$ cat src/rtl/mtm_alu_des_pkg.sv
// Shared types, constants and the CRC-4 helper for the ALU serial input deserializer.
package mtm_alu_des_pkg;

  typedef enum logic [2:0] {
    StIdle,
    StType,
    StPayload,
    StStop,
    StCheck,
    StOut,
    StErr
  } state_e;

  localparam logic [2:0] OpAnd = 3'b000;
  localparam logic [2:0] OpOr  = 3'b001;
  localparam logic [2:0] OpAdd = 3'b100;
  localparam logic [2:0] OpSub = 3'b101;

  localparam logic [5:0] ErrData = 6'b100100;
  localparam logic [5:0] ErrCrc  = 6'b010010;
  localparam logic [5:0] ErrOp   = 6'b001001;

  localparam logic FrameData = 1'b0;
  localparam logic FrameCtl  = 1'b1;

  // Widest CRC input: two 128-bit operands plus marker bit and opcode.
  localparam int CrcMaxBits = 2 * 128 + 4;

  // CRC-4, poly x^4+x+1, init 0, over the low nbits of data, MSB first.
  function automatic logic [3:0] crc4(input logic [CrcMaxBits-1:0] data, input int nbits);
    logic [3:0] c;
    logic       fb;
    c = 4'h0;
    for (int i = CrcMaxBits - 1; i >= 0; i--) begin
      if (i < nbits) begin
        fb = c[3] ^ data[i];
        c  = {c[2:0], 1'b0} ^ (fb ? 4'b0011 : 4'b0000);
      end
    end
    return c;
  endfunction

  function automatic logic is_legal_op(input logic [2:0] op);
    logic legal;
    case (op)
      OpAnd, OpOr, OpAdd, OpSub: legal = 1'b1;
      default:                   legal = 1'b0;
    endcase
    return legal;
  endfunction

endpackage

$ cat src/rtl/mtm_alu_frame_rx.sv
// Bit-level receiver for one 11-bit frame: start, type, 8 payload bits MSB first, stop.
module mtm_alu_frame_rx
  import mtm_alu_des_pkg::*;
(
  input  logic       clk,
  input  logic       rst,
  input  logic       i_sin,
  input  logic       i_hold,
  output logic [7:0] o_byte,
  output logic       o_type,
  output logic       o_done,
  output logic       o_ferr,
  output logic       o_idle
);

  state_e     r_state, w_state_d;
  logic [2:0] r_bit_cnt, w_bit_cnt_d;
  logic [7:0] r_byte, w_byte_d;
  logic       r_type, w_type_d;

  always_ff @(posedge clk or posedge rst) begin
    if (rst) begin
      r_state   <= StIdle;
      r_bit_cnt <= 3'd0;
      r_byte    <= 8'h00;
      r_type    <= 1'b0;
    end else begin
      r_state   <= w_state_d;
      r_bit_cnt <= w_bit_cnt_d;
      r_byte    <= w_byte_d;
      r_type    <= w_type_d;
    end
  end

  always_comb begin
    w_state_d   = r_state;
    w_bit_cnt_d = r_bit_cnt;
    w_byte_d    = r_byte;
    w_type_d    = r_type;
    o_done      = 1'b0;
    o_ferr      = 1'b0;
    case (r_state)
      // A start bit seen while the packet logic is busy is ignored.
      StIdle: begin
        if (!i_hold && !i_sin) w_state_d = StType;
      end
      StType: begin
        w_type_d    = i_sin;
        w_bit_cnt_d = 3'd0;
        w_state_d   = StPayload;
      end
      StPayload: begin
        w_byte_d    = {r_byte[6:0], i_sin};
        w_bit_cnt_d = r_bit_cnt + 3'd1;
        if (r_bit_cnt == 3'd7) w_state_d = StStop;
      end
      StStop: begin
        o_done    = i_sin;
        o_ferr    = !i_sin;
        w_state_d = StIdle;
      end
      default: w_state_d = StIdle;
    endcase
  end

  assign o_byte = r_byte;
  assign o_type = r_type;
  assign o_idle = (r_state == StIdle);

endmodule

$ cat src/rtl/mtm_alu_deserializer_p.sv
// Packet-level deserializer: frame counting, operand assembly, CRC/opcode check, strobes.
// Optional inter-frame idle timeout enabled by defining ALU_DES_TIMEOUT_EN.
module mtm_alu_deserializer_p
  import mtm_alu_des_pkg::*;
#(
  parameter int unsigned N_BYTES     = 4,
  parameter int unsigned TIMEOUT_CYC = 64
) (
  input  logic                 clk,
  input  logic                 rst,
  input  logic                 sin,
  output logic [8*N_BYTES-1:0] a_out,
  output logic [8*N_BYTES-1:0] b_out,
  output logic [2:0]           op_out,
  output logic                 out_valid,
  output logic [5:0]           err_flags,
  output logic                 err_valid
);

  localparam int unsigned W       = 8 * N_BYTES;
  localparam logic [5:0]  NFrames = 6'(2 * N_BYTES);

  logic [7:0] w_rx_byte;
  logic       w_rx_type, w_rx_done, w_rx_ferr, w_rx_idle;

  state_e       r_state, w_state_d;
  logic [5:0]   r_frame_cnt, w_frame_cnt_d;
  logic [2*W-1:0] r_data_sr, w_data_sr_d;
  logic [7:0]   r_ctl, w_ctl_d;
  logic [5:0]   r_err_code, w_err_code_d;

  logic [W-1:0] r_a, r_b;
  logic [2:0]   r_op;
  logic         r_out_valid, r_err_valid;
  logic [5:0]   r_err_flags;

  logic [2*W+3:0] w_crc_in;
  logic [3:0]     w_crc;

  mtm_alu_frame_rx u_frame_rx (
    .clk    (clk),
    .rst    (rst),
    .i_sin  (sin),
    .i_hold (r_state != StIdle),
    .o_byte (w_rx_byte),
    .o_type (w_rx_type),
    .o_done (w_rx_done),
    .o_ferr (w_rx_ferr),
    .o_idle (w_rx_idle)
  );

  // First received bytes sit in the upper half: upper W bits are A, lower W bits are B.
  assign w_crc_in = {r_data_sr[W-1:0], r_data_sr[2*W-1:W], 1'b1, r_ctl[6:4]};
  assign w_crc    = crc4(CrcMaxBits'(w_crc_in), 2 * W + 4);

`ifdef ALU_DES_TIMEOUT_EN
  localparam int unsigned ToW = $clog2(TIMEOUT_CYC + 1);
  logic [ToW-1:0] r_to_cnt;
  logic           w_to_count, w_to_expire;
  logic           w_unused;

  assign w_to_count  = (r_state == StIdle) && w_rx_idle && sin && (r_frame_cnt != 6'd0);
  assign w_to_expire = w_to_count && (r_to_cnt == ToW'(TIMEOUT_CYC - 1));
  assign w_unused    = r_ctl[7];

  always_ff @(posedge clk or posedge rst) begin
    if (rst) begin
      r_to_cnt <= '0;
    end else if (w_to_count && !w_to_expire) begin
      r_to_cnt <= r_to_cnt + 1'b1;
    end else begin
      r_to_cnt <= '0;
    end
  end
`else
  logic w_unused;
  assign w_unused = ^{r_ctl[7], w_rx_idle, TIMEOUT_CYC};
`endif

  always_comb begin
    w_state_d     = r_state;
    w_frame_cnt_d = r_frame_cnt;
    w_data_sr_d   = r_data_sr;
    w_ctl_d       = r_ctl;
    w_err_code_d  = r_err_code;
    case (r_state)
      StIdle: begin
        if (w_rx_ferr) begin
          w_state_d    = StErr;
          w_err_code_d = ErrData;
        end else if (w_rx_done) begin
          if (w_rx_type == FrameCtl) begin
            if (r_frame_cnt != NFrames) begin
              w_state_d    = StErr;
              w_err_code_d = ErrData;
            end else begin
              w_ctl_d   = w_rx_byte;
              w_state_d = StCheck;
            end
          end else if (r_frame_cnt == NFrames) begin
            w_state_d    = StErr;
            w_err_code_d = ErrData;
          end else begin
            w_data_sr_d   = {r_data_sr[2*W-9:0], w_rx_byte};
            w_frame_cnt_d = r_frame_cnt + 6'd1;
          end
        end
`ifdef ALU_DES_TIMEOUT_EN
        else if (w_to_expire) begin
          w_state_d     = StErr;
          w_err_code_d  = ErrData;
          w_frame_cnt_d = 6'd0;
        end
`endif
      end
      StCheck: begin
        if (w_crc != r_ctl[3:0]) begin
          w_state_d    = StErr;
          w_err_code_d = ErrCrc;
        end else if (!is_legal_op(r_ctl[6:4])) begin
          w_state_d    = StErr;
          w_err_code_d = ErrOp;
        end else begin
          w_state_d = StOut;
        end
      end
      StOut, StErr: begin
        w_state_d     = StIdle;
        w_frame_cnt_d = 6'd0;
      end
      default: begin
        w_state_d     = StIdle;
        w_frame_cnt_d = 6'd0;
      end
    endcase
  end

  always_ff @(posedge clk or posedge rst) begin
    if (rst) begin
      r_state     <= StIdle;
      r_frame_cnt <= 6'd0;
      r_data_sr   <= '0;
      r_ctl       <= 8'h00;
      r_err_code  <= 6'd0;
      r_a         <= '0;
      r_b         <= '0;
      r_op        <= 3'd0;
      r_out_valid <= 1'b0;
      r_err_valid <= 1'b0;
      r_err_flags <= 6'd0;
    end else begin
      r_state     <= w_state_d;
      r_frame_cnt <= w_frame_cnt_d;
      r_data_sr   <= w_data_sr_d;
      r_ctl       <= w_ctl_d;
      r_err_code  <= w_err_code_d;
      r_out_valid <= (r_state == StOut);
      r_err_valid <= (r_state == StErr);
      r_err_flags <= (r_state == StErr) ? r_err_code : 6'd0;
      if (r_state == StOut) begin
        r_a  <= r_data_sr[2*W-1:W];
        r_b  <= r_data_sr[W-1:0];
        r_op <= r_ctl[6:4];
      end
    end
  end

  assign a_out     = r_a;
  assign b_out     = r_b;
  assign op_out    = r_op;
  assign out_valid = r_out_valid;
  assign err_flags = r_err_flags;
  assign err_valid = r_err_valid;

endmodule

$ cat config.mk
export PLATFORM = sky130hd
export DESIGN_NAME = mtm_alu_deserializer_p
export DESIGN_NICKNAME = d
export VERILOG_FILES = /design/src/rtl/mtm_alu_des_pkg.sv /design/src/rtl/mtm_alu_frame_rx.sv /design/src/rtl/mtm_alu_deserializer_p.sv
export SDC_FILE = /design/constraint.sdc
export NUM_CORES = 1
export LEC_CHECK = 0
export ABC_AREA = 1
export BUFFER_PORTS_ARGS = -buffer_cell sky130_fd_sc_hd__buf_2
export CORE_MARGIN = 2
export CORE_UTILIZATION = 30
export DETAILED_ROUTE_END_ITERATION = 16
export GPL_ROUTABILITY_DRIVEN = 0
export REMOVE_ABC_BUFFERS = 1
export SLEW_MARGIN = 20
export SYNTH_ARGS = -nofsm -noshare
export SYNTH_HDL_FRONTEND = slang
export SYNTH_SLANG_ARGS = --single-unit
$ cat constraint.sdc
create_clock -name clk -period 7 [get_ports clk]
set_input_delay 0.35 -clock clk [delete_from_list [all_inputs] [get_ports clk]]
set_output_delay 0.35 -clock clk [all_outputs]
set_load 0.01 [all_outputs]
==> results.md, run 1 <==
* Status: finished, final reports clean
* Cells after Synth at 1,247
* Max-slew violations at 0
* Die Span Y at 180 um
* Final setup skew at 0.0106 ns
* Critical path class: reg -> reg
* Worst-path clk slew at 0.07 ns
* Yosys cell types at 25
* CTS Buf Count at 17
* Post-route DRC at 0
* IO Pins at 78
* CP arrival at 6.52 ns
* First-pass GRT wire length at 37.7 mm
* Port buffer count at 77
* Final Hold Fails at 0
* Crit-path slowest cell: dfrtp_2
* Complex-gate fraction of the synthesized area at 8.94%
* Dpl cell area at 10,100 um^2
* Rel. slew slack at 37.7%
* Number of core rows at 64
* Starting density of the core at 30.5%
* Share of the synthesized area in the top cell type at 45.5%
* Clock latency on the worst-skew pair at 0.44 ns
* Final-stage net count at 1,325
* H-tree levels at 4
* Synth Area in Adders at 1.08%
* Drt initial violations at 394
* # diodes at 0
* Worst Setup Slack, final at 0.804 ns
* Synth Area in Simple Gates at 37.2%
* Highest clock rate at 161 MHz
* Finished Cell Area at 10,700 um^2
* Initial antenna violation count at 1
* Max-cap violations at 0
* Vias per cell at 4.61
* Cell taking the most area after synthesis: dfrtp_1
* Reg2reg start: r_data_sr[31]
* R2R cell count at 64
* Period utilization at 88.5%
* Grt ovf at 0
* Die width at 180 um
* Final WL at 21.9 mm
* Total GRT Usage at 14.1%
* Vias in the first global route at 7,828
* Die Area at 32,400 um^2
* Drt first pass iters at 5
* Clk buf depth at 2
* Synth top area cells: dfrtp_1 46%, nand2_1 16%, nand3_1 8.6%
* CTS sink cnt at 169
* Crit-path most repeated cell: nand2_1
* DR WL/cell at 12.7 um
* Yosys warnings at 0
* CP Capture Type: flop
* Fillers at 3,186
* # setup viols final at 0
* Cts hold-fix bufs at 0
* HPWL after DPL at 16.4 mm
* Critical path's largest stage delay at 0.46 ns
* DRT antenna net count at 0
* Reg2reg end: r_err_code[3]
* Clock Root Buffer: clkbuf_16
* Via count at 7,941
* Flops & latches, synth at 169
* Core ar. at 30,500 um^2
* Seq/Total Area, Yosys at 45.5%
* Largest family of logic cells by synthesized area: simple AND/OR/NAND/NOR gates
* Startpoint type of the worst setup path: flop
* Crit-path max FO at 6
* Synthesized area at 9290 um^2
* Worst reg2reg setup slack at 0.80 ns
* HP Class: in -> async
* Mean area per synthesized cell at 7.45 um^2
* Worst slew pin tran at 0.934 ns
* Area growth, synth to finish at 15.4%
* Pin count of the biggest net entering global routing at 129
* Clock period minus worst slack at 6.20 ns
* Share of cells above drive strength 1 at 21.0%
* TritonCTS clock tree: built
* Post-synthesis mux area share at 0%
* Worst path required time at 7.33 ns
* Pre-CTS setup slack at 0.796 ns
* XOR/XNOR Fraction of Synth Area at 0.0943%
## cell usage in the layout, fill, tap and decap left out, drive strengths merged
cell,count
buf,82
a31oi,1
xnor2,1
inv,146
nor2,23
clkinvlp,3
nand2,511
nor3b,1
nor3,5
clkbuf,18
a221oi,1
dfrtp,169
ha,8
a21oi,5
nand3b,3
o21ai,158
clkinv,5
bufinv,1
nand4,6
nor4,1
nand3,179
## sequential cells by signal, summed over array words and instances (netlist names), 6 cells and up
register,count
b_out,32
r_data_sr,64
u_frame_rx.o_byte,8
r_ctl,7
r_frame_cnt,6
a_out,32
## cell usage after synthesis
master and number:
nand2_1 401, dfrtp_1 169, nand3_1 160, o21ai_0 158, inv_1 124, nand2_2 96
clkbuf_1 28, nor2_1 22, nand3_2 19, inv_2 17, nand2_4 14, ha_1 8
a21oi_1 5, nor3_1 5, nand4_1 4, buf_1 3, buf_4 3, nand3b_1 3
nand4_2 2, a221oi_1 1, a31oi_1 1, nor2_2 1, nor3b_1 1, nor4_1 1
xnor2_1 1
## cell families after synthesis
| kind of cell | count (synthesis) |
|---|---|
| AO/OA/AOI/OAI | 165 |
| AND/OR/NAND/NOR | 729 |
| XOR/XNOR | 1 |
| flip-flops | 169 |
| adder cells (fa/ha/maj) | 8 |
| buffers and inverters | 175 |
## metrics by stage
stage / TNS [ns] / hold slack (ns) / cells / util (%)
floorplan: 0 / 0.442 / 1213 / -
global placement: 0 / 0.454 / 1689 / 33.0
detailed placement: 0 / 0.464 / 1689 / 33.0
CTS: 0 / 0.121 / 1721 / 34.9
global route: -0.0153 / 0.165 / 1723 / 35.2
finish: 0 / 0.0783 / 1723 / 35.2
## timing repair
item / in CTS / in global routing
gates resized for setup: 0 / 19
endpoints found under the hold margin: 0 / 0
setup endpoints to repair: 0 / 4
buffers inserted: 0 / 2
## area by class of cell
cell class              instances  area, um^2  area share [%]
flip-flops and latches        169        4230            39.5
well taps                     396         495            4.62
clock buffers                  18         439            4.09
multi-input cells             903        4450            41.5
repair buffers                 82         430            4.01
inverters                     141         541            5.04
clock inverters                14         138            1.28
## routing by layer
layer | wire length [um] | up-vias | track usage (%)
li1 | - | 4121 | -
met4 | 620 | 2 | 5.46
met1 | 10400 | 3676 | 17.9
met2 | 10000 | 106 | 23.4
met3 | 810 | 36 | 3.10
met5 | 13 | - | 0
## critical path: cells and delay by family (launching register included)
| kind | cells | cell delay, ns |
|---|---|---|
| simple gates | 61 | 5.38 |
| flops | 1 | 0.46 |
| buf+inv | 3 | 0.23 |
## worst max path at each step
stage | from | depth (start not counted) | end | slack, ns
2_1_floorplan | r_data_sr[31] | 66 | r_err_code[2] | 1.74
3_3_place_gp | r_data_sr[31] | 68 | r_err_code[2] | 0.97
3_5_place_dp | r_data_sr[31] | 68 | r_err_code[2] | 0.80
4_1_cts | r_data_sr[31] | 67 | r_err_code[2] | 0.76
5_1_grt | r_data_sr[24] | 67 | r_err_code[4] | -0.008
6_report | r_data_sr[31] | 64 | r_err_code[3] | 0.80
Power of run 1 is left out: the tool's default activity adds up to more than one toggle a clock period on the data nets, which glitch-free logic cannot reach.
==> inputs of run 2 (changes only) <==
--- a/config.mk
+++ b/config.mk
@@ -7,7 +7,6 @@
 export LEC_CHECK = 0
 export ABC_AREA = 1
 export BUFFER_PORTS_ARGS = -buffer_cell sky130_fd_sc_hd__buf_2
-export CORE_MARGIN = 2
 export CORE_UTILIZATION = 30
 export DETAILED_ROUTE_END_ITERATION = 16
 export GPL_ROUTABILITY_DRIVEN = 0
==> run 2 against run 1 <==
  * Final area hardly changed
  * Die area is 2.2% lower
  * First-iteration DRC count is 18% higher
  * Highest routed layer unchanged
==> results.md, run 2 (synthesis gave the netlist of run 1 again) <==
* Status: finished, final reports clean (unchanged)
* Clock period minus worst slack at 6.19 ns (was 6.20 ns)
* Vias in the first global route at 7,511 (was 7,828)
* Total GRT Usage at 14.6% (was 14.1%)
* Number of flip-flops in the largest register at 64 (unchanged)
* Worst slew pin tran at 0.946 ns (was 0.934 ns)
* Fillers at 3,176 (was 3,186)
* # diodes at 0 (unchanged)
* Crit-path slowest cell: dfrtp_2 (unchanged)
* Port buffer count at 77 (unchanged)
* Final core occ at 35.2% (about the same)
* Die Area at 31,700 um^2 (was 32,400 um^2)
* HPWL after DPL at 16.3 mm (was 16.4 mm)
* Number of core rows at 64 (unchanged)
* TritonCTS clock tree: built (unchanged)
* Highest clock rate at 162 MHz (was 161 MHz)
* Final Hold Fails at 0 (unchanged)
* CP Capture Type: flop (unchanged)
* Clock Root Buffer: clkbuf_16 (unchanged)
* DR WL met3 at 881 um (was 810 um)
* Period utilization at 88.4% (was 88.5%)
* CP arrival at 6.57 ns (was 6.52 ns)
* Seq. cell area at 4230 um^2 (about the same)
* Rel. slew slack at 37.0% (was 37.7%)
* Max-cap violations at 0 (unchanged)
* DRT antenna net count at 0 (unchanged)
* Multi-input gate area at 4450 um^2 (about the same)
* Final setup skew at 0.00999 ns (was 0.0106 ns)
* Biggest register: r_data_sr (unchanged)
* Drt initial violations at 463 (was 394)
* Drt first pass iters at 5 (unchanged)
* Area growth, synth to finish at 15.5% (was 15.4%)
* Grt ovf at 0 (unchanged)
* Routed wl met2 at 10.1 mm (was 10.0 mm)
* Post-route DRC at 0 (unchanged)
* Max-slew violations at 0 (unchanged)
* Via count at 7,933 (was 7,941)
* IO Pins at 78 (unchanged)
* Starting density of the core at 30.5% (unchanged)
* First-pass GRT wire length at 36.6 mm (was 37.7 mm)
* Clock latency on the worst-skew pair at 0.44 ns (about the same)
* Commonest cells after routing, fill and taps aside: 390 x nand2_1, 167 x dfrtp_1, 158 x o21ai_0 (was 396 x nand2_1, 166 x dfrtp_1, 158 x o21ai_0)
* Most common cell after layout, fill and taps aside: nand2_1 (unchanged)
* Die width at 178 um (was 180 um)
* Critical path's largest stage delay at 0.46 ns (about the same)
* CTS Buf Count at 17 (unchanged)
* H-tree levels at 4 (unchanged)
* Core ar. at 30,500 um^2 (unchanged)
* Clk buf depth at 2 (unchanged)
* Startpoint type of the worst setup path: flop (unchanged)
* # setup viols final at 0 (unchanged)
* HP Class: in -> async (unchanged)
* Final-stage net count at 1,323 (was 1,325)
* Highest Signal Layer: met5 (unchanged)
* Initial antenna violation count at 1 (unchanged)
* Die Span Y at 178 um (was 180 um)
* Buffer and inverter count on the worst path at 4 (was 3)
* Post-CTS Repair Setup Buffers at 0 (unchanged)
* Worst-path clk slew at 0.08 ns (was 0.07 ns)
* Final WL at 21.9 mm (about the same)
* M1 wire length at 10.4 mm (about the same)
* Vias per cell at 4.61 (about the same)
* Crit-path most repeated cell: nand2_1 (unchanged)
* Critical path class: reg -> reg (unchanged)
* DR WL/cell at 12.7 um (about the same)
* Share of cells above drive strength 1 at 21.1% (was 21.0%)
* Pin count of the biggest net entering global routing at 129 (unchanged)
* Worst path required time at 7.38 ns (was 7.33 ns)
* CTS sink cnt at 169 (unchanged)
* Crit-path max FO at 6 (unchanged)
* Delay-heaviest family, CP: simple AND/OR/NAND/NOR gates (unchanged)
run 2: cell count changes in the layout (fill, tap and decap cells not counted), sizes merged:
| cell | change |
|---|---|
| buf | -2 |
| clkbuf | -1 |
| clkinv | +1 |
| clkinvlp | -2 |
| inv | +2 |
run 2: repair_timing:
| item | CTS | global route |
|---|---|---|
| endpoints found under the setup margin | 0 | 5 |
| resized for setup | 0 | 20 |
| hold buffers | 0 | 0 |
run 2: routing by layer:
layer  GRT usage [%]  vias up
met5               0        -
met4            5.84        2
li1                -     4127
met2            23.5      147
met1            18.9     3626
met3            3.24       31
run 2: cell type report:
class                      instances  share of cell area (%)
clock buffer                      17                    3.96
multi-input combinational        903                    41.5
clock inverter                    15                    1.64
inverter                         141                    5.01
tap                              396                    4.62
sequential                       169                    39.4
timing repair buffer              80                    3.84
run 2: per-stage QoR:
step | TNS, ns | hold WS, ns | setup WS (ns) | cell area (um^2) | instances
final | 0 | 0.113 | 0.811 | 10700 | 1721
after global routing | -0.0219 | 0.197 | -0.0138 | 10700 | 1721
after CTS | 0 | 0.167 | 0.774 | 10700 | 1721
after detailed placement | 0 | 0.467 | 0.805 | 10100 | 1689
after global placement | 0 | 0.454 | 0.954 | 10100 | 1689
after floorplan | 0 | 0.442 | 1.74 | 9150 | 1213
run 2: worst paths after layout:
check	from	end	slack [ns]	cells past startpoint
worst max-delay path	r_data_sr[30]	r_err_code[2]	0.81	69
worst min-delay path	rst	u_frame_rx.r_bit_cnt[1]	0.11	2
worst max register to register	r_data_sr[30]	r_err_code[2]	0.81	69
worst min register to register	a_out[11]	a_out[11]	0.48	2
max in group asynchronous	rst	r_data_sr[30]	5.45	3
min in group clk	sin	u_frame_rx.o_type	0.21	3
Power of run 2 is left out for the same reason.
==> inputs of run 3 (changes only) <==
--- a/config.mk
+++ b/config.mk
@@ -7,9 +7,10 @@
 export LEC_CHECK = 0
 export ABC_AREA = 1
 export BUFFER_PORTS_ARGS = -buffer_cell sky130_fd_sc_hd__buf_2
-export CORE_UTILIZATION = 30
+export CORE_UTILIZATION = 60
 export DETAILED_ROUTE_END_ITERATION = 16
 export GPL_ROUTABILITY_DRIVEN = 0
+export PLACE_DENSITY = 0.88
 export REMOVE_ABC_BUFFERS = 1
 export SLEW_MARGIN = 20
 export SYNTH_ARGS = -nofsm -noshare
==> run 3 against run 2 <==
  * Critical path depth is 2 lower
  * Register-to-register slack got worse by 0.36 ns
  * Cell count decreased by 12%
  * Fmax fell by 5.5%
  * Flip-flop and latch count did not move
  * Critical path type unchanged
  * Non-clock buffer count rose by 3
  * Final area fell by 1.1%
  * First-iteration DRC count grew 100%
  * Global-route usage rose by 14 points
  * Routed wire length rose by 0.89%
  * Clock skew fell by 0.0027 ns
  * Sequential share of layout area rose by 0.44 points
==> results.md, run 3 (synthesis gave the netlist of run 1 again) <==
* Status: finished, final reports clean (unchanged)
* CP arrival at 6.88 ns (was 6.57 ns)
* Clock Root Buffer: clkbuf_16 (unchanged)
* HPWL after DPL at 14.9 mm (was 16.3 mm)
* Startpoint type of the worst setup path: flop (unchanged)
* Commonest cells after routing, fill and taps aside: 384 x nand2_1, 166 x dfrtp_1, 158 x o21ai_0 (was 390 x nand2_1, 167 x dfrtp_1, 158 x o21ai_0)
* Delay-heaviest family, CP: simple AND/OR/NAND/NOR gates (unchanged)
* Final setup TNS at 0 ns (unchanged)
* Clock latency on the worst-skew pair at 0.44 ns (about the same)
* Clk buf depth at 2 (unchanged)
* H-tree levels at 4 (unchanged)
* Drt initial violations at 939 (was 463)
* Final Hold Fails at 0 (unchanged)
* Final setup skew at 0.00725 ns (was 0.00999 ns)
* Crit-path slowest cell: dfrtp_2 (unchanged)
* Rel. slew slack at 39.0% (was 37.0%)
* Dpl cell area at 9800 um^2 (was 10,100 um^2)
* TritonCTS clock tree: built (unchanged)
* First-pass GRT wire length at 36.1 mm (was 36.6 mm)
* Grt ovf at 0 (unchanged)
* Starting density of the core at 61.3% (was 30.5%)
* Worst-path clk slew at 0.06 ns (was 0.08 ns)
* Drt first pass iters at 6 (was 5)
* Die Area at 16,000 um^2 (was 31,700 um^2)
* Worst path required time at 7.33 ns (was 7.38 ns)
* Pin count of the biggest net entering global routing at 135 (was 129)
* IO Pins at 78 (unchanged)
* Share of cells above drive strength 1 at 22.2% (was 21.1%)
* Critical path's largest stage delay at 0.45 ns (was 0.46 ns)
* Via count at 8,496 (was 7,933)
* Cell Count, Final, Fillers Out at 1,515 (was 1,721)
* # diodes at 0 (unchanged)
* Fillers at 1,145 (was 3,176)
* # setup viols final at 0 (unchanged)
* Number of core rows at 45 (was 64)
* Period utilization at 93.5% (was 88.4%)
* Max-cap violations at 0 (unchanged)
* Final hold slack at 0.0979 ns (was 0.113 ns)
* DR WL/cell at 14.6 um (was 12.7 um)
* Crit-path max FO at 6 (unchanged)
* Vias in the first global route at 7,750 (was 7,511)
* Placed Instances at 1,481 (was 1,689)
* Core ar. at 15,100 um^2 (was 30,500 um^2)
* Die width at 126 um (was 178 um)
* Critical path class: reg -> reg (unchanged)
* Total GRT Usage at 28.1% (was 14.6%)
* CTS Buf Count at 17 (unchanged)
* Buffer and inverter count on the worst path at 4 (unchanged)
* Post-route DRC at 0 (unchanged)
* CP Capture Type: flop (unchanged)
* Port buffer count at 77 (unchanged)
* HP Class: in -> async (unchanged)
* Worst slew pin tran at 0.915 ns (was 0.946 ns)
* Highest clock rate at 153 MHz (was 162 MHz)
* Vias per cell at 5.61 (was 4.61)
* Final WL at 22.1 mm (was 21.9 mm)
* Initial antenna violation count at 0 (was 1)
* Max-slew violations at 0 (unchanged)
* CTS sink cnt at 169 (unchanged)
* Crit-path most repeated cell: nand2_1 (unchanged)
* Die Span Y at 126 um (was 178 um)
* Final-stage net count at 1,326 (was 1,323)
* Number of flip-flops in the largest register at 64 (unchanged)
* Finished Cell Area at 10,600 um^2 (was 10,700 um^2)
* Biggest register: r_data_sr (unchanged)
* Area growth, synth to finish at 14.2% (was 15.5%)
* DRT antenna net count at 0 (unchanged)
* Most common cell after layout, fill and taps aside: nand2_1 (unchanged)
* Clock period minus worst slack at 6.55 ns (was 6.19 ns)
-- run 3: final cells by class --
type	instances	area (um^2)	area share, %
timing repair buffer	83	447	4.21
tap	188	235	2.22
sequential	169	4230	39.9
clock buffer	24	482	4.54
clock inverter	7	140	1.32
multi-input combinational	903	4540	42.8
inverter	141	538	5.07
-- run 3: layer usage --
metal | vias up | track usage, % | routed length, um
met5 | - | 0 | 0
met4 | 0 | 14.4 | 889
met3 | 78 | 4.64 | 1150
met1 | 3952 | 36.7 | 9390
li1 | 4124 | - | -
met2 | 342 | 45.6 | 10700
-- run 3: path summary, 6_finish.rpt --
path	start	end	slack (ns)	cells past startpoint
setup reg to reg	r_data_sr[29]	r_err_code[2]	0.45	67
hold / removal	rst	b_out[24]	0.1	2
hold reg to reg	a_out[13]	a_out[13]	0.48	2
setup / recovery	r_data_sr[29]	r_err_code[2]	0.45	67
min in group clk	sin	u_frame_rx.o_type	0.23	3
max in group asynchronous	rst	r_data_sr[30]	5.41	3
-- run 3: worst reg2reg max path: cells and delay by family, from the launching register on --
| kind | cells | cell delay (ns) |
|---|---|---|
| XOR/XNOR | 1 | 0.15 |
| buffers and inverters | 4 | 0.29 |
| flip-flops | 1 | 0.45 |
| AND/OR/NAND/NOR | 62 | 5.57 |
-- run 3: repair_timing --
action,in CTS,in global routing
buffers inserted,0,2
setup endpoints to repair,0,5
resized for setup,0,41
hold buffers,0,0
-- run 3: stage by stage --
step	utilization [%]	worst slack [ns]
after floorplan	-	1.74
after global placement	64.7	1.08
after detailed placement	64.7	0.783
after CTS	68.8	0.591
after global routing	70.1	-0.0885
final	70.1	0.453
Power of run 3 is left out for the same reason.
